`src/rtl/alu_sequencer_pkg.sv`:
```
`default_nettype none
// ============================================================================
// Module   : alu_sequencer_pkg
// Purpose  : Shared definitions for the bus-computer sequencer. It holds the
//            instruction opcodes, the ALU op codes (also used by the ALU), the
//            sequencer state encoding, the instruction classes, and the packed
//            strobe bundle that the sequencer registers.
// Ports    : none (package)
// Revision : 1.0 - initial release
// ============================================================================
package alu_sequencer_pkg;

  // Instruction opcodes (upper IR field)
  localparam logic [3:0] c_OPC_NOP = 4'h0;
  localparam logic [3:0] c_OPC_LDA = 4'h1;
  localparam logic [3:0] c_OPC_ADD = 4'h2;
  localparam logic [3:0] c_OPC_SUB = 4'h3;
  localparam logic [3:0] c_OPC_AND = 4'h4;
  localparam logic [3:0] c_OPC_OR  = 4'h5;
  localparam logic [3:0] c_OPC_XOR = 4'h6;
  localparam logic [3:0] c_OPC_INC = 4'h7;
  localparam logic [3:0] c_OPC_DEC = 4'h8;
  localparam logic [3:0] c_OPC_NOT = 4'h9;
  localparam logic [3:0] c_OPC_OUT = 4'hE;
  localparam logic [3:0] c_OPC_HLT = 4'hF;

  // ALU op codes
  localparam int         c_ALU_OP_W = 3;
  localparam logic [2:0] c_ALU_ADD  = 3'b000;
  localparam logic [2:0] c_ALU_SUB  = 3'b001;
  localparam logic [2:0] c_ALU_DEC  = 3'b010;
  localparam logic [2:0] c_ALU_INC  = 3'b011;
  localparam logic [2:0] c_ALU_NOT  = 3'b100;
  localparam logic [2:0] c_ALU_AND  = 3'b101;
  localparam logic [2:0] c_ALU_OR   = 3'b110;
  localparam logic [2:0] c_ALU_XOR  = 3'b111;

  typedef enum logic [3:0] {
    S_IDLE    = 4'd0,
    S_F_ADDR  = 4'd1,
    S_F_INSTR = 4'd2,
    S_DECODE  = 4'd3,
    S_O_ADDR  = 4'd4,
    S_O_READ  = 4'd5,
    S_A_EXEC  = 4'd6,
    S_A_WB    = 4'd7,
    S_OUTP    = 4'd8,
    S_HALT    = 4'd9
  } state_t;

  typedef enum logic [2:0] {
    CLS_NOP   = 3'd0,
    CLS_LDA   = 3'd1,
    CLS_BIN   = 3'd2,
    CLS_UNARY = 3'd3,
    CLS_OUT   = 3'd4,
    CLS_HLT   = 3'd5
  } cls_t;

  typedef struct packed {
    logic                  pc_out;
    logic                  pc_inc;
    logic                  mar_load;
    logic                  ram_out;
    logic                  ir_load;
    logic                  ir_out;
    logic                  acc_load;
    logic                  acc_out;
    logic                  breg_load;
    logic                  alu_out_en;
    logic                  out_load;
    logic                  halted;
    logic                  busy;
    logic [c_ALU_OP_W-1:0] alu_op;
  } strobe_t;

endpackage
`default_nettype wire

```
`src/rtl/alu_sequencer_if.sv`:
```
`default_nettype none
// ============================================================================
// Module   : alu_sequencer_if
// Purpose  : Control bundle between the sequencer and the datapath.
// Ports    : RUN, STEP, IR_IN          - datapath/console -> sequencer
//            PC_OUT..OUT_LOAD, ALU_OP  - sequencer strobes -> datapath
//            HALTED, BUSY              - sequencer status
//            modport master = sequencer side, slave = datapath side
// Revision : 1.0 - initial release
// ============================================================================
interface alu_sequencer_if
  import alu_sequencer_pkg::*;
#(
  parameter int ADDR_W = 4,
  parameter int OPC_W  = 4
);
  logic                    RUN;
  logic                    STEP;
  logic [OPC_W+ADDR_W-1:0] IR_IN;
  logic                    PC_OUT;
  logic                    PC_INC;
  logic                    MAR_LOAD;
  logic                    RAM_OUT;
  logic                    IR_LOAD;
  logic                    IR_OUT;
  logic                    ACC_LOAD;
  logic                    ACC_OUT;
  logic                    BREG_LOAD;
  logic [c_ALU_OP_W-1:0]   ALU_OP;
  logic                    ALU_OUT_EN;
  logic                    OUT_LOAD;
  logic                    HALTED;
  logic                    BUSY;

  modport master (
    input  RUN, STEP, IR_IN,
    output PC_OUT, PC_INC, MAR_LOAD, RAM_OUT, IR_LOAD, IR_OUT, ACC_LOAD,
           ACC_OUT, BREG_LOAD, ALU_OP, ALU_OUT_EN, OUT_LOAD, HALTED, BUSY
  );

  modport slave (
    output RUN, STEP, IR_IN,
    input  PC_OUT, PC_INC, MAR_LOAD, RAM_OUT, IR_LOAD, IR_OUT, ACC_LOAD,
           ACC_OUT, BREG_LOAD, ALU_OP, ALU_OUT_EN, OUT_LOAD, HALTED, BUSY
  );
endinterface
`default_nettype wire

```
`src/rtl/alu_seq_decode.sv`:
```
`default_nettype none
// ============================================================================
// Module   : alu_seq_decode
// Purpose  : Combinational opcode decoder: instruction class plus ALU op.
// Ports    : i_opcode - IR opcode field
//            o_cls    - instruction class (undefined opcodes decode as NOP)
//            o_alu_op - ALU op for ALU-using classes, ADD otherwise
// Revision : 1.0 - initial release
// ============================================================================
module alu_seq_decode
  import alu_sequencer_pkg::*;
#(
  parameter int OPC_W = 4
) (
  input  logic [OPC_W-1:0]      i_opcode,
  output cls_t                  o_cls,
  output logic [c_ALU_OP_W-1:0] o_alu_op
);

  always_comb begin
    o_cls    = CLS_NOP;
    o_alu_op = c_ALU_ADD;
    case (i_opcode)
      c_OPC_LDA: o_cls = CLS_LDA;
      c_OPC_ADD: begin o_cls = CLS_BIN;   o_alu_op = c_ALU_ADD; end
      c_OPC_SUB: begin o_cls = CLS_BIN;   o_alu_op = c_ALU_SUB; end
      c_OPC_AND: begin o_cls = CLS_BIN;   o_alu_op = c_ALU_AND; end
      c_OPC_OR:  begin o_cls = CLS_BIN;   o_alu_op = c_ALU_OR;  end
      c_OPC_XOR: begin o_cls = CLS_BIN;   o_alu_op = c_ALU_XOR; end
      c_OPC_INC: begin o_cls = CLS_UNARY; o_alu_op = c_ALU_INC; end
      c_OPC_DEC: begin o_cls = CLS_UNARY; o_alu_op = c_ALU_DEC; end
      c_OPC_NOT: begin o_cls = CLS_UNARY; o_alu_op = c_ALU_NOT; end
      c_OPC_OUT: o_cls = CLS_OUT;
      c_OPC_HLT: o_cls = CLS_HLT;
      default:   o_cls = CLS_NOP;
    endcase
  end

endmodule
`default_nettype wire

```
`src/rtl/alu_sequencer.sv`:
```
`default_nettype none
// ============================================================================
// Module   : alu_sequencer
// Purpose  : Fetch/decode/execute controller for the 8-bit bus computer.
//            Owns every bus-drive enable and register load strobe and the ALU
//            op code. Strobes are registered decodes of the next state, so each
//            is glitch-free and stable for the whole state.
// Ports    : CLK   - system clock, rising edge
//            RST_N - asynchronous active-low reset
//            bus   - control bundle (master side): RUN/STEP/IR_IN in,
//                    strobes, ALU_OP, HALTED, BUSY out
// Revision : 1.0 - initial release
// ============================================================================
module alu_sequencer
  import alu_sequencer_pkg::*;
#(
  parameter int ADDR_W = 4,
  parameter int OPC_W  = 4
) (
  input  logic            CLK,
  input  logic            RST_N,
  alu_sequencer_if.master bus
);

  localparam int c_IR_W = OPC_W + ADDR_W;

  state_t                r_state;
  state_t                w_state_nxt;
  state_t                w_state_end;
  strobe_t               r_strb;
  strobe_t               w_strb_nxt;
  cls_t                  w_cls;
  logic [c_ALU_OP_W-1:0] w_alu_op;
  logic [OPC_W-1:0]      w_opcode;

  assign w_opcode = bus.IR_IN[c_IR_W-1 -: OPC_W];

  alu_seq_decode #(
    .OPC_W (OPC_W)
  ) u_decode (
    .i_opcode (w_opcode),
    .o_cls    (w_cls),
    .o_alu_op (w_alu_op)
  );

  // Where every instruction goes once its last state is done.
  assign w_state_end = bus.RUN ? S_F_ADDR : S_IDLE;

  always_ff @(posedge CLK or negedge RST_N) begin
    if (!RST_N) begin
      r_state <= S_IDLE;
      r_strb  <= '0;
    end else begin
      r_state <= w_state_nxt;
      r_strb  <= w_strb_nxt;
    end
  end

  // Next-state logic. STEP is only looked at in IDLE, so a pulse arriving
  // mid-instruction is dropped rather than queued.
  always_comb begin
    w_state_nxt = r_state;
    case (r_state)
      S_IDLE:    if (bus.RUN || bus.STEP) w_state_nxt = S_F_ADDR;
      S_F_ADDR:  w_state_nxt = S_F_INSTR;
      S_F_INSTR: w_state_nxt = S_DECODE;
      S_DECODE: begin
        case (w_cls)
          CLS_LDA, CLS_BIN: w_state_nxt = S_O_ADDR;
          CLS_UNARY:        w_state_nxt = S_A_EXEC;
          CLS_OUT:          w_state_nxt = S_OUTP;
          CLS_HLT:          w_state_nxt = S_HALT;
          default:          w_state_nxt = w_state_end;
        endcase
      end
      S_O_ADDR:  w_state_nxt = S_O_READ;
      S_O_READ:  w_state_nxt = (w_cls == CLS_LDA) ? w_state_end : S_A_EXEC;
      S_A_EXEC:  w_state_nxt = S_A_WB;
      S_A_WB:    w_state_nxt = w_state_end;
      S_OUTP:    w_state_nxt = w_state_end;
      S_HALT:    w_state_nxt = S_HALT;
      default:   w_state_nxt = S_IDLE;
    endcase
  end

  // Strobe decode of the state being entered.
  always_comb begin
    w_strb_nxt      = '0;
    w_strb_nxt.busy = (w_state_nxt != S_IDLE) && (w_state_nxt != S_HALT);
    case (w_state_nxt)
      S_F_ADDR: begin
        w_strb_nxt.pc_out   = 1'b1;
        w_strb_nxt.mar_load = 1'b1;
      end
      S_F_INSTR: begin
        w_strb_nxt.ram_out = 1'b1;
        w_strb_nxt.ir_load = 1'b1;
        w_strb_nxt.pc_inc  = 1'b1;
      end
      S_O_ADDR: begin
        w_strb_nxt.ir_out   = 1'b1;
        w_strb_nxt.mar_load = 1'b1;
      end
      S_O_READ: begin
        w_strb_nxt.ram_out   = 1'b1;
        w_strb_nxt.acc_load  = (w_cls == CLS_LDA);
        w_strb_nxt.breg_load = (w_cls != CLS_LDA);
      end
      S_A_EXEC: w_strb_nxt.alu_op = w_alu_op;
      S_A_WB: begin
        // Hold the op from A_EXEC so the write-back sees the same code the
        // ALU computed with.
        w_strb_nxt.alu_op     = r_strb.alu_op;
        w_strb_nxt.alu_out_en = 1'b1;
        w_strb_nxt.acc_load   = 1'b1;
      end
      S_OUTP: begin
        w_strb_nxt.acc_out  = 1'b1;
        w_strb_nxt.out_load = 1'b1;
      end
      S_HALT:  w_strb_nxt.halted = 1'b1;
      default: ;
    endcase
  end

  assign bus.PC_OUT     = r_strb.pc_out;
  assign bus.PC_INC     = r_strb.pc_inc;
  assign bus.MAR_LOAD   = r_strb.mar_load;
  assign bus.RAM_OUT    = r_strb.ram_out;
  assign bus.IR_LOAD    = r_strb.ir_load;
  assign bus.IR_OUT     = r_strb.ir_out;
  assign bus.ACC_LOAD   = r_strb.acc_load;
  assign bus.ACC_OUT    = r_strb.acc_out;
  assign bus.BREG_LOAD  = r_strb.breg_load;
  assign bus.ALU_OP     = r_strb.alu_op;
  assign bus.ALU_OUT_EN = r_strb.alu_out_en;
  assign bus.OUT_LOAD   = r_strb.out_load;
  assign bus.HALTED     = r_strb.halted;
  assign bus.BUSY       = r_strb.busy;

endmodule
`default_nettype wire

```
`src/flat_wrapper.sv`:
```
// flat-port wrapper written by rule: the top's interface ports become plain ports
module alu_sequencer_flat import alu_sequencer_pkg::*;
#(
  parameter int ADDR_W = 4,
  parameter int OPC_W  = 4
)
  (CLK, RST_N, bus_RUN, bus_STEP, bus_IR_IN, bus_PC_OUT, bus_PC_INC, bus_MAR_LOAD, bus_RAM_OUT, bus_IR_LOAD, bus_IR_OUT, bus_ACC_LOAD, bus_ACC_OUT, bus_BREG_LOAD, bus_ALU_OP, bus_ALU_OUT_EN, bus_OUT_LOAD, bus_HALTED, bus_BUSY);
  alu_sequencer_if #(.ADDR_W(ADDR_W), .OPC_W(OPC_W)) bus_i ();
  input  logic CLK;
  input  logic RST_N;
  input wire logic [$bits(bus_i.RUN)-1:0] bus_RUN;
  input wire logic [$bits(bus_i.STEP)-1:0] bus_STEP;
  input wire logic [$bits(bus_i.IR_IN)-1:0] bus_IR_IN;
  output wire logic [$bits(bus_i.PC_OUT)-1:0] bus_PC_OUT;
  output wire logic [$bits(bus_i.PC_INC)-1:0] bus_PC_INC;
  output wire logic [$bits(bus_i.MAR_LOAD)-1:0] bus_MAR_LOAD;
  output wire logic [$bits(bus_i.RAM_OUT)-1:0] bus_RAM_OUT;
  output wire logic [$bits(bus_i.IR_LOAD)-1:0] bus_IR_LOAD;
  output wire logic [$bits(bus_i.IR_OUT)-1:0] bus_IR_OUT;
  output wire logic [$bits(bus_i.ACC_LOAD)-1:0] bus_ACC_LOAD;
  output wire logic [$bits(bus_i.ACC_OUT)-1:0] bus_ACC_OUT;
  output wire logic [$bits(bus_i.BREG_LOAD)-1:0] bus_BREG_LOAD;
  output wire logic [$bits(bus_i.ALU_OP)-1:0] bus_ALU_OP;
  output wire logic [$bits(bus_i.ALU_OUT_EN)-1:0] bus_ALU_OUT_EN;
  output wire logic [$bits(bus_i.OUT_LOAD)-1:0] bus_OUT_LOAD;
  output wire logic [$bits(bus_i.HALTED)-1:0] bus_HALTED;
  output wire logic [$bits(bus_i.BUSY)-1:0] bus_BUSY;
  assign bus_i.RUN = bus_RUN;
  assign bus_i.STEP = bus_STEP;
  assign bus_i.IR_IN = bus_IR_IN;
  assign bus_PC_OUT = bus_i.PC_OUT;
  assign bus_PC_INC = bus_i.PC_INC;
  assign bus_MAR_LOAD = bus_i.MAR_LOAD;
  assign bus_RAM_OUT = bus_i.RAM_OUT;
  assign bus_IR_LOAD = bus_i.IR_LOAD;
  assign bus_IR_OUT = bus_i.IR_OUT;
  assign bus_ACC_LOAD = bus_i.ACC_LOAD;
  assign bus_ACC_OUT = bus_i.ACC_OUT;
  assign bus_BREG_LOAD = bus_i.BREG_LOAD;
  assign bus_ALU_OP = bus_i.ALU_OP;
  assign bus_ALU_OUT_EN = bus_i.ALU_OUT_EN;
  assign bus_OUT_LOAD = bus_i.OUT_LOAD;
  assign bus_HALTED = bus_i.HALTED;
  assign bus_BUSY = bus_i.BUSY;
  alu_sequencer #(.ADDR_W(ADDR_W), .OPC_W(OPC_W)) u_core (.CLK(CLK), .RST_N(RST_N), .bus(bus_i));
endmodule
```
`config.mk`:
```
export PLATFORM = sky130hd
export DESIGN_NAME = alu_sequencer_flat
export DESIGN_NICKNAME = d
export VERILOG_FILES = /design/src/rtl/alu_sequencer_pkg.sv /design/src/rtl/alu_sequencer_if.sv /design/src/rtl/alu_seq_decode.sv /design/src/rtl/alu_sequencer.sv /design/src/flat_wrapper.sv
export SDC_FILE = /design/constraint.sdc
export NUM_CORES = 1
export LEC_CHECK = 0
export ABC_AREA = 0
export CAP_MARGIN = 0
export CORE_ASPECT_RATIO = 1.5
export CORE_UTILIZATION = 30
export CTS_CLUSTER_DIAMETER = 30
export DETAILED_ROUTE_END_ITERATION = 6
export DONT_BUFFER_PORTS = 1
export PLACE_DENSITY_LB_ADDON = 0.1
export SLEW_MARGIN = 0
export SYNTH_ARGS = -nofsm -noshare
export SYNTH_HDL_FRONTEND = slang
export SYNTH_HIERARCHICAL = 1
export SYNTH_SLANG_ARGS = --single-unit
```
`constraint.sdc`:
```
create_clock -name CLK -period 4.5 [get_ports CLK]
set_input_delay 0.9 -clock CLK [delete_from_list [all_inputs] [get_ports CLK]]
set_output_delay 0.9 -clock CLK [all_outputs]
set_load 0.005 [all_outputs]
```
==> impl_metrics.yaml, run 1 <==
sta:
  slew_headroom_pct: 64.7
  skew_ns: 0.00511
  hold_viol: 0
  fin_crit_sh_pct: 57.8
  setup_viol: 0
  fmax_mhz: 385
  worst_pin_slew_ns: 0.526
  drv_slew: 0
  period_minus_slack_ns: 2.60
  rsz0062_at_grt: "false"
  fin_setup_tns_ns: 0
power:
  peakVddDrop_v: 0.000213
  leakage_nw: 0.432
  powerDensity_mw_per_mm2: 606
clocking:
  post_cts_buffers: 0
  cts_tree: "built"
  root_buffer: "clkbuf_8"
  clock_path_buffers: 2
  cts_resized: 0
  numCtsBuffers: 3
  htreeDepth: 1
  cts.clk_slew.worst_paths_ns: 0.07
  cts.sinks: 18
  insertion_delay_ns: 0.26
  cts-hold-fix-buffers: 0
route:
  drt-vias-per-instance: 5.09
  vias: 657
  drtPass1Iterations: 4
  finalWirelength_mm: 1.86
  drt_iter0_markers: 11
  drc: 0
  final_antenna_net_count: 0
  wire_per_inst_um: 14.4
synthesis:
  synthesis.area_um2: 932
  synth_cells: 92
  yosys.cell_types.count: 34
  synth.avg_cell_area_um2: 10.1
  syn-num-nets: 104
  ys_seq_area_share_pct: 48.3
  yosys.area.top_type: "dfrtp_1"
  synth_seq_cells: 18
  synth_warnings: 6
  synth.top_cell.area_share_pct: 48.3
  synth_area_leaders: "dfrtp_1 48%, nand2b_1 3.4%, a32o_1 3.2%, mux2i_1 3.2%, nor2_1 3.2%"
layout:
  layout_commonest_cell: "dfrtp_1"
  diodes: 0
  area_growth_pct: 7.52
  drive_gt1_share_pct: 8.89
  final_nets: 103
  layout_common_cells: "18 x dfrtp_1, 8 x nor2_1, 6 x inv_1"
  nFillCells: 317
  post-route-util_pct: 34.1
floorplan:
  die-area_mm2: 0.00334
  die_h_um: 70.3
  core_mm2: 0.00294
  die_w_um: 47.5
  start_util_pct: 31.7
  std_cell_rows: 24
  io_pins: 28
setup_path:
  start_kind: "primary input"
  crit_type: "in2reg"
  cp-startpoint: "bus_IR_IN[6]"
  endpoint_kind: "flip-flop"
  crit_chain: "nand2b_1 -> o2bb2ai_1 -> or3b_1 -> o21ai_0 -> a311oi_1 -> or3_4 -> mux2_4"
  cp_data_arrival_time_ns: 2.74
  cp_max_fo: 7
  cpPeakStageDelay_ns: 0.44
  r2r_start: "u_core/r_state[1]"
  path_delay_family: "simple AND/OR/NAND/NOR gates"
  critical_path_buf_inv_count: 0
  required_ns: 4.64
  slowest_stage: "or3_4"
job:
  maxCapViolations: 0
place:
  io_buffers: 0
  routabilityCongestion: 0.666
  hpwl_mm: 1.35
global_routing:
  grt_pass1_wl_mm: 3.04
  antenna_found_initial: 0
  grt_max_degree: 19
  first_global_vias: 664
  grt_overflow: 0
  grt_util_all_layers_pct: 12.9
status:
  status: "finished clean"
hold_path:
  hp-class: "in2async"
## worst paths after layout
| path | end | slack, ns | cells past startpoint |
|---|---|---|---|
| setup / recovery | u_core/bus.BUSY | 1.90 | 7 |
| hold / removal | u_core/r_state[2] | 0.33 | 0 |
| setup reg to reg | u_core/bus.BUSY | 2.53 | 5 |
| hold reg to reg | u_core/bus.ALU_OP[0] | 0.53 | 1 |
| max in group asynchronous | u_core/bus.ALU_OP[1] | 4.10 | 0 |
| min in group CLK | u_core/bus.ALU_OP[0] | 0.53 | 1 |
## power breakdown
group / switching (W) / internal, W / leakage [nW]
clock: 0.0000542 / 0.0000778 / 0.0288
sequential: 0.0000636 / 0.000210 / 0.236
combinational: 0.000106 / 0.0000951 / 0.168
total: 0.000224 / 0.000383 / 0.432
## through the flow
step | worst slack (ns) | cells | total power (W) | hold WS [ns] | cell area [um^2]
after floorplan | 1.82 | 92 | 0.000448 | 0.489 | 932
after global placement | 1.60 | 125 | 0.000481 | 0.521 | 947
after detailed placement | 1.61 | 125 | 0.000482 | 0.523 | 947
after CTS | 1.88 | 129 | 0.000614 | 0.326 | 1000
after global routing | 1.71 | 129 | 0.000656 | 0.316 | 1000
final | 1.90 | 129 | 0.000607 | 0.330 | 1000
## state kept, by name, summed over array words and instances (netlist names)
| signal | flops |
|---|---|
| u_core/bus.MAR_LOAD | 1 |
| u_core/bus.BUSY | 1 |
| u_core/bus.BREG_LOAD | 1 |
| u_core/bus.RAM_OUT | 1 |
| u_core/bus.IR_LOAD | 1 |
| u_core/r_state | 4 |
| u_core/bus.ALU_OUT_EN | 1 |
| u_core/bus.ACC_LOAD | 1 |
| u_core/bus.PC_OUT | 1 |
| u_core/bus.HALTED | 1 |
| u_core/bus.IR_OUT | 1 |
| u_core/bus.OUT_LOAD | 1 |
| u_core/bus.ALU_OP | 3 |
## kinds of logic (layout without fill, tap and decap cells)
kind of cell	after synthesis	in the layout	share of synthesized area, %
muxes	4	4	4.83
and+or+nand+nor	37	37	24.0
DFF	18	18	48.3
xor gates and xnor gates	3	3	2.82
buffers and inverters	12	10	6.04
AOI/OAI and AO/OA	18	18	14.0
## cell type report
type | instances | area [um^2] | area share, %
Inverter | 6 | 22.5 | 2.25
Clock buffer | 4 | 55.1 | 5.49
Sequential cell | 18 | 450 | 44.9
Multi-Input combinational cell | 62 | 425 | 42.4
Tap cell | 39 | 48.8 | 4.87
## synth_stat cells, drive strengths merged
library cell	count
a21o	1
or3	1
clkbuf	1
a32o	3
nor2b	2
a211oi	2
nand4	1
or3b	2
nor4bb	1
o32ai	1
nand2	2
nand3b	2
dfrtp	18
a21oi	4
nor3	5
nor4	1
nor2	8
and2	3
o2bb2ai	1
nor4b	2
mux2	1
mux2i	3
o22ai	1
and3	2
buf	5
xnor2	3
inv	6
a311o	1
o21ai	3
a311oi	1
nand2b	5
## per-layer routing
layer | GRT usage, % | wire [um]
met1 | 15.7 | 783
met2 | 19.8 | 945
met3 | 1.29 | 64
met4 | 9.52 | 61
met5 | 0 | 0
(Power assumes the default switching activity.)
==> inputs of run 2 (changes only) <==
Clock period 4.5 ns to 2.2 ns, I/O delays scaled along.
==> impl_metrics.yaml, run 2 (synthesized netlist as in run 1, its figures left out) <==
clocking:
  root_buffer: "clkbuf_8"
  insertion_delay_ns: 0.24
  htreeDepth: 1
  cts_tree: "built"
  numCtsBuffers: 3
  cts.sinks: 18
  cts.clk_slew.worst_paths_ns: 0.06
  cts_resized: 0
  clock_path_buffers: 2
sta:
  period_minus_slack_ns: 1.94
  fin_crit_sh_pct: 88.4
  fmax_mhz: 514
  slew_headroom_pct: 48.0
  hold_viol: 0
  skew_ns: 0.00274
  drv_slew: 0
  rsz0062_at_grt: "false"
  worst_pin_slew_ns: 0.777
  setup_viol: 0
  fin_setup_tns_ns: 0
route:
  drt-vias-per-instance: 5.01
  wire_per_inst_um: 14.8
  finalWirelength_mm: 1.98
  drc: 0
  drtPass1Iterations: 4
  drt_iter0_markers: 16
  final_antenna_net_count: 0
  vias: 671
setup_path:
  crit_chain: "or3b_1 -> o21ai_0 -> a311oi_1 -> or3_4 -> mux2_4"
  slowest_stage: "dfrtp_1"
  required_ns: 2.33
  crit_type: "reg2reg"
  cp_max_fo: 12
  cpPeakStageDelay_ns: 0.50
  cp_data_arrival_time_ns: 2.07
  start_kind: "flip-flop"
  critical_path_buf_inv_count: 0
  path_delay_family: "simple AND/OR/NAND/NOR gates"
  endpoint_kind: "flip-flop"
layout:
  diodes: 0
  drive_gt1_share_pct: 13.7
  final_nets: 109
  area_growth_pct: 11.8
  layout_common_cells: "18 x dfrtp_1, 8 x nor2_1, 6 x inv_1"
  largest_reg_flops: 4
  largest_register: "u_core/r_state"
  layout_commonest_cell: "dfrtp_1"
power:
  power.switching_w: 0.000471
  power_w: 0.00127
  peakVddDrop_v: 0.000709
  pwr-share-comb_pct: 39.5
  p_int_w: 0.000802
  swShare_pct: 37.0
  leakage_nw: 0.454
  seqPwrFrac_pct: 43.8
  powerDensity_mw_per_mm2: 1220
  power_frac_clock_pct: 16.7
floorplan:
  io_pins: 28
  start_util_pct: 31.7
  core_mm2: 0.00294
  die_h_um: 70.3
  die_w_um: 47.5
  die-area_mm2: 0.00334
  std_cell_rows: 24
global_routing:
  first_global_vias: 688
  grt_use_met3_pct: 3.88
  antenna_found_initial: 0
  grt_overflow: 0
  grt_pass1_wl_mm: 3.31
  grt_max_degree: 19
  met2_usage_pct: 22.5
  grtUsageMet1_pct: 16.9
  gr-max-usage-layer: "met2"
  grt_util_all_layers_pct: 13.8
place:
  routabilityCongestion: 0.727
  hpwl_mm: 1.49
  io_buffers: 0
status:
  status: "finished clean"
hold_path:
  hp-class: "in2reg"
job:
  maxCapViolations: 0
-- run 2: cell types whose count changed in the layout (fill, tap and decap cells not counted), sizes merged --
| cell | previous run | this run |
|---|---|---|
| buf | 0 | 5 |
| clkbuf | 4 | 3 |
| dlygate4sd3 | 0 | 1 |
-- run 2: area by class of cell --
class                           instances  area, um^2
Inverter                                6        22.5
Timing Repair Buffer                    6        47.5
Clock buffer                            3        41.3
Sequential cell                        18         450
Tap cell                               39        48.8
Fill cell                             329        1900
Multi-Input combinational cell         62         432
-- run 2: path summary, 6_finish.rpt --
kind / slack, ns / startpoint / depth (start not counted) / end
worst max-delay path: 0.26 / u_core/r_state[1] / 5 / u_core/bus.BUSY
worst min-delay path: 0.48 / bus_IR_IN[7] / 2 / u_core/bus.ALU_OP[0]
worst max register to register: 0.26 / u_core/r_state[1] / 5 / u_core/bus.BUSY
worst min register to register: 0.53 / u_core/bus.ALU_OP[0] / 1 / u_core/bus.ALU_OP[0]
max in group asynchronous: 1.00 / RST_N / 1 / u_core/bus.OUT_LOAD
min in group asynchronous: 0.72 / RST_N / 1 / u_core/bus.IR_OUT
-- run 2: stage by stage --
stage	cell area [um^2]	cells	setup WS [ns]	util, %	hold WS [ns]
final	1040	134	0.255	35.4	0.478
after global routing	1040	134	0.154	35.4	0.494
after CTS	1040	134	0.245	35.4	0.475
after detailed placement	991	130	0.0107	33.7	0.145
after global placement	991	130	0.00189	33.7	0.145
after floorplan	938	92	0.0510	-	0.144
-- run 2: per-layer routing --
layer	vias to the layer above	share of wire, %
met2	19	54
met3	2	4.0
met5	-	0
li1	333	-
met1	317	41
met4	0	0.66
-- run 2: power groups by stage --
stage / clock (W) / combinational [W] / sequential [W]
floorplan: 0 / 0.000442 / 0.000477
global placement: 0 / 0.000492 / 0.000564
detailed placement: 0 / 0.000494 / 0.000567
CTS: 0.000227 / 0.000504 / 0.000561
global route: 0.000238 / 0.000570 / 0.000586
finish: 0.000213 / 0.000503 / 0.000558
-- run 2: what timing repair did --
item                                   CTS  global route
setup buffers                            0             0
hold buffers                             1             0
endpoints found under the hold margin   18             0
